===== src/rtl/dm_arbiter.sv =====
// -----------------------------------------------------------------------------
// dm_arbiter
// Round-robin arbiter that shares one data-memory port among CORES load/store
// ports. One core's request is latched, the memory is driven for exactly one
// cycle, and the served core gets a one-cycle acknowledge in the cycle its
// read data is available. The cycle is IDLE -> ACCESS -> RESP, so there is one
// access every three cycles.
//
// Optional feature (macro DM_ARB_LOCK_EN): adds a per-core `lock` input. A core
// that holds lock high during its RESP cycle keeps exclusive ownership of the
// memory port until it drops lock. This is used for atomic
// load-compare-store sequences.
//
// Ports
//   clk        in   system clock, rising edge
//   reset      in   asynchronous active-high reset
//   req        in   [CORES]       per-core request, held until ack
//   we         in   [CORES]       per-core write enable, qualified by req
//   addr       in   [CORES*AW]    core i at [i*AW +: AW]
//   wdata      in   [CORES*DW]    core i at [i*DW +: DW]
//   lock       in   [CORES]       (DM_ARB_LOCK_EN only) hold ownership
//   ack        out  [CORES]       one-hot completion pulse
//   rdata      out  [DW]          read data, valid while ack is high
//   mem_en     out                memory access strobe
//   mem_we     out                memory write enable
//   mem_addr   out  [AW]          memory address
//   mem_wdata  out  [DW]          memory write data
//   mem_rdata  in   [DW]          memory read data, valid the cycle after mem_en
// -----------------------------------------------------------------------------
module dm_arbiter #(
    parameter int CORES      = 4,
    parameter int ADDR_WIDTH = 32,
    parameter int DATA_WIDTH = 32
) (
    input  logic                        clk,
    input  logic                        reset,
    input  logic [CORES-1:0]            req,
    input  logic [CORES-1:0]            we,
    input  logic [CORES*ADDR_WIDTH-1:0] addr,
    input  logic [CORES*DATA_WIDTH-1:0] wdata,
`ifdef DM_ARB_LOCK_EN
    input  logic [CORES-1:0]            lock,
`endif
    output logic [CORES-1:0]            ack,
    output logic [DATA_WIDTH-1:0]       rdata,
    output logic                        mem_en,
    output logic                        mem_we,
    output logic [ADDR_WIDTH-1:0]       mem_addr,
    output logic [DATA_WIDTH-1:0]       mem_wdata,
    input  logic [DATA_WIDTH-1:0]       mem_rdata
);

    localparam int IDX_W = $clog2(CORES);

    typedef enum logic [1:0] {
        IDLE   = 2'd0,
        ACCESS = 2'd1,
        RESP   = 2'd2
    } state_t;

    state_t                  r_state;
    state_t                  w_state_next;
    logic [IDX_W-1:0]        r_ptr;
    logic [IDX_W-1:0]        r_idx;
    logic                    r_we;
    logic [ADDR_WIDTH-1:0]   r_addr;
    logic [DATA_WIDTH-1:0]   r_wdata;

    logic [IDX_W-1:0]        w_base;
    logic [IDX_W-1:0]        w_rr_idx;
    logic                    w_rr_valid;
    logic [IDX_W-1:0]        w_grant_idx;
    logic                    w_grant_ok;
    logic                    w_take;

    logic [ADDR_WIDTH-1:0]   w_addr_arr  [CORES];
    logic [DATA_WIDTH-1:0]   w_wdata_arr [CORES];

    // Successor in the rotation, wrapping CORES-1 -> 0 (CORES need not be a
    // power of two).
    function automatic logic [IDX_W-1:0] f_next(input logic [IDX_W-1:0] i);
        if (i == IDX_W'(CORES - 1)) begin
            return '0;
        end
        return i + IDX_W'(1);
    endfunction

    // Unpack the flattened per-core buses and decode the one-hot ack.
    generate
        for (genvar gi = 0; gi < CORES; gi++) begin : g_core
            assign w_addr_arr[gi]  = addr[gi*ADDR_WIDTH +: ADDR_WIDTH];
            assign w_wdata_arr[gi] = wdata[gi*DATA_WIDTH +: DATA_WIDTH];
            assign ack[gi]         = (r_state == RESP) && (r_idx == IDX_W'(gi));
        end
    endgenerate

    // First requesting core at or after w_base, scanning with wrap-around.
    always_comb begin
        logic [IDX_W-1:0] cand;
        w_rr_valid = 1'b0;
        w_rr_idx   = w_base;
        cand       = w_base;
        for (int k = 0; k < CORES; k++) begin
            if (!w_rr_valid && req[cand]) begin
                w_rr_valid = 1'b1;
                w_rr_idx   = cand;
            end
            cand = f_next(cand);
        end
    end

`ifdef DM_ARB_LOCK_EN
    logic r_locked;
    logic w_lock_hold;
    logic w_unlock;

    // While locked, only the owner may be granted. When the owner's lock is
    // seen low in IDLE, arbitration restarts just past the owner in the same
    // cycle, since the pointer was left parked on it.
    assign w_lock_hold = r_locked && lock[r_idx];
    assign w_unlock    = r_locked && !lock[r_idx];
    assign w_base      = w_unlock ? f_next(r_idx) : r_ptr;
    assign w_grant_ok  = w_lock_hold ? req[r_idx] : w_rr_valid;
    assign w_grant_idx = w_lock_hold ? r_idx : w_rr_idx;
`else
    assign w_base      = r_ptr;
    assign w_grant_ok  = w_rr_valid;
    assign w_grant_idx = w_rr_idx;
`endif

    always_comb begin
        w_state_next = r_state;
        w_take       = 1'b0;
        case (r_state)
            IDLE: begin
                if (w_grant_ok) begin
                    w_take       = 1'b1;
                    w_state_next = ACCESS;
                end
            end
            ACCESS:  w_state_next = RESP;
            RESP:    w_state_next = IDLE;
            default: w_state_next = IDLE;
        endcase
    end

    always_ff @(posedge clk or posedge reset) begin
        if (reset) begin
            r_state  <= IDLE;
            r_ptr    <= '0;
            r_idx    <= '0;
            r_we     <= 1'b0;
            r_addr   <= '0;
            r_wdata  <= '0;
`ifdef DM_ARB_LOCK_EN
            r_locked <= 1'b0;
`endif
        end else begin
            r_state <= w_state_next;
            // Inputs are captured once at grant; later changes by the core
            // cannot disturb the access in flight.
            if (w_take) begin
                r_idx   <= w_grant_idx;
                r_we    <= we[w_grant_idx];
                r_addr  <= w_addr_arr[w_grant_idx];
                r_wdata <= w_wdata_arr[w_grant_idx];
            end
`ifdef DM_ARB_LOCK_EN
            if (r_state == IDLE && w_unlock) begin
                r_locked <= 1'b0;
                r_ptr    <= f_next(r_idx);
            end
            if (r_state == RESP) begin
                if (lock[r_idx]) begin
                    r_locked <= 1'b1;
                end else begin
                    r_locked <= 1'b0;
                    r_ptr    <= f_next(r_idx);
                end
            end
`else
            if (r_state == RESP) begin
                r_ptr <= f_next(r_idx);
            end
`endif
        end
    end

    // The memory's own output register supplies the read data during RESP,
    // exactly when ack is high, so it is forwarded rather than re-registered
    // (re-registering would land it one cycle after ack). Zero otherwise, so
    // reset clears it immediately.
    assign rdata     = (r_state == RESP) ? mem_rdata : '0;
    assign mem_en    = (r_state == ACCESS);
    assign mem_we    = (r_state == ACCESS) && r_we;
    assign mem_addr  = r_addr;
    assign mem_wdata = r_wdata;

endmodule


===== config.mk =====
export PLATFORM = sky130hd
export DESIGN_NAME = dm_arbiter
export DESIGN_NICKNAME = d
export VERILOG_FILES = /design/src/rtl/dm_arbiter.sv
export SDC_FILE = /design/constraint.sdc
export NUM_CORES = 1
export LEC_CHECK = 0
export CORE_AREA = 2 2 157 159
export CTS_BUF_LIST = sky130_fd_sc_hd__clkbuf_2
export CTS_CLUSTER_DIAMETER = 80
export CTS_CLUSTER_SIZE = 16
export DETAILED_ROUTE_END_ITERATION = 12
export DIE_AREA = 0 0 159 161
export SETUP_SLACK_MARGIN = 0.1
export SLEW_MARGIN = 20
export SYNTH_ARGS = -nofsm -noshare
export SYNTH_HDL_FRONTEND = slang
export SYNTH_SLANG_ARGS = --single-unit
export TNS_END_PERCENT = 30

===== constraint.sdc =====
create_clock -name clk -period 8.9 [get_ports clk]
set_clock_uncertainty 0.2 [all_clocks]
set_input_delay 0.89 -clock clk [delete_from_list [all_inputs] [get_ports clk]]
set_output_delay 0.89 -clock clk [all_outputs]
set_load 0.005 [all_outputs]

==> metrics <==
RSZ-0062 raised after global routing no; largest net degree at the start of global routing 118; CTS HTree Levels 3; DR iter-0 viols 212; Period minus WS final 4.42 ns; via/cell ratio 4.53; first-pass GRT wire length 32300 um; Netlist cell types 42; largest cells by area after synthesis dfrtp_1 (35%), mux2i_1 (14%), a221o_1 (13%), mux2_2 (9.9%), mux2_4 (7.0%); Top FF cell, synth dfrtp_1; P_leak 0.00397 uW; total power 3410 uW; Yosys top cell area share 0.347; post-detail-place hpwl 16200 um; Total GRT Usage 0.162; Clock Tree Buf Depth 2; Layout Nets 1157; layout cells sized above 1 0.118; slowest CP cell dfrtp_1; # setup viols final 0; met2 Usage GRT 0.302; initial antenna violation count 2; Sum Neg Setup Slack 0 ns; final design utilization 0.398; Peak VDD IR 512 uV; status completed; post_cts resized 0; Boundary Pins 400; flip-flop and latch count after synthesis 71; detailed-route wire length per cell 17.9 um; PwrDens 357 nW/um2; CP arrival 4.65 ns; TritonCTS clock tree done; cell family with most CP delay simple AND/OR/NAND/NOR gates; Clk Latency, worst-skew pair 0.53 ns; number of global-route vias before repair 5656; port bufs 399; final wirelength 21200 um; Final GP Congestion 0.899; Final Hold Fails 0; yosys warns 0; Initial Utilization 0.214; Yosys top cell by area dfrtp_1; Die Area 25600 um2; final period utilization 0.496; # hold bufs at CTS 0; Site Rows 57; worst-margin pin slew 0.884 ns; Max-cap violations 0; drc violations 0; Clock Sinks 71; area grow syn2layout 86.4%; crit-path cells ha_1, or3_4, and2_4, a311oi_1, a2111oi_0, o22a_1, nand2_2, buf_4, nor2_1, a221o_1; Worst Setup Start Kind flop; Critical Path End Type flop; Worst-path clk slew 0.19 ns; Syn Area/Cell 10.6 um2; Max Fclk 226 MHz; sequential share of the synthesized area 0.347; met1 usage 0.174; CTS Buf Count 9; Pins Over Slew Limit 0; vias post-DR 5371; GR peak layer met2; DRT Pass-1 Iters 4; Crit Path Class reg -> reg; Syn Nets 786; Die W 159 um; Post-CTS Setup Bufs 0; most frequent cells after synthesis dfrtp_1 (71), mux2i_1 (71), nor2_1 (69), a221o_1 (65), mux2_2 (45); Die H 161 um; Core ar. 24000 um2; Mapped Cells 483; Root Driver clkbuf_2; Buf/Inv on CP 1; Cell Area, Synth 5120 um2; hold crit path type reg -> reg; crit-path max cell delay 0.76 ns; critical path peak fanout 33; WP data required 9.13 ns; number of flops mapped to enable cells by yosys 0; grt ovf 0; ANT nets after route 0; asr flop ratio synth 1.00; worst rel slew slack 0.411; met3 usage in global routing 0.0568
layout by cell type (no fill, tap or decap), types with 2 or more instances in the layout:
master | synthesis | final
inv_1 | 5 | 4
nor2_1 | 69 | 68
a221o_1 | 65 | 65
nand2_1 | 8 | 7
mux2_2 | 45 | 45
clkbuf_2 | 0 | 10
buf_4 | 1 | 4
mux2_4 | 24 | 24
ha_1 | 5 | 5
a21oi_1 | 4 | 4
nor2b_1 | 3 | 2
a2111oi_0 | 3 | 3
o21ai_0 | 3 | 3
diode_2 | 0 | 2
nand2b_1 | 2 | 2
and2_1 | 37 | 37
bufinv_16 | 0 | 2
clkinv_4 | 0 | 2
a31oi_1 | 2 | 2
mux2i_1 | 71 | 71
dfrtp_1 | 71 | 71
clkdlybuf4s50_1 | 0 | 399
final timing paths:
check	from	to	slack (ns)	depth (start not counted)
worst max register to register	r_ptr[0]$_DFFE_PP0P_	mem_wdata[7]$_DFFE_PP0P_	4.48	10
min in group asynchronous	reset	mem_addr[30]$_DFFE_PP0P_	0.46	3
worst min-delay path	r_state[1]$_DFFE_PP0P_	r_state[1]$_DFFE_PP0P_	0.31	1
worst max-delay path	r_ptr[0]$_DFFE_PP0P_	mem_wdata[7]$_DFFE_PP0P_	4.48	10
max in group asynchronous	reset	mem_wdata[17]$_DFFE_PP0P_	7.43	4
worst min register to register	r_state[1]$_DFFE_PP0P_	r_state[1]$_DFFE_PP0P_	0.31	1
stage by stage:
step / std cells / hold slack, ns / worst slack (ns) / area (um2)
2_1_floorplan: 483 / 0.239 / 5.61 / 5120
3_3_place_gp: 1166 / 0.270 / 4.34 / 9360
3_5_place_dp: 1166 / 0.283 / 4.31 / 9360
4_1_cts: 1182 / 0.314 / 4.46 / 9510
5_1_grt: 1185 / 0.337 / 4.15 / 9540
6_report: 1185 / 0.313 / 4.48 / 9540
metal layers:
layer / vias to the layer above / part of all wire
met3: 19 / 0.095
met4: 0 / 0.012
met1: 2506 / 0.37
met5: - / 0
met2: 287 / 0.52
li1: 2559 / -
state kept, by name (all words and copies together), names as in the netlist:
signal	cells
r_ptr	2
r_we	1
r_idx	2
mem_wdata	32
mem_addr	32
r_state	2
cell type report:
type	instances	area, um2
Fill cell	2470	14400
Timing Repair Buffer	405	4070
Multi-Input combinational cell	362	3120
Sequential cell	71	1780
Tap cell	324	405
Clock inverter	6	93.8
Clock buffer	10	50.0
Inverter	5	20.0
Antenna cell	2	5.00
kinds of logic (layout without fill, tap and decap cells):
kind of cell,count (synthesis),count (layout),synth area share
multiplexers,141,141,0.311
flip-flops,71,71,0.347
adder cells (fa/ha/maj),5,5,0.0122
AND/OR/NAND/NOR,127,127,0.120
other,0,2,0
AO/OA/AOI/OAI,89,89,0.163
buffers and inverters,50,426,0.0477
power breakdown:
| part | internal [uW] | switching, uW |
|---|---|---|
| sequential | 503 | 117 |
| combinational | 1390 | 1170 |
| clock | 95.9 | 133 |
Power figures use the tool's default switching activity.
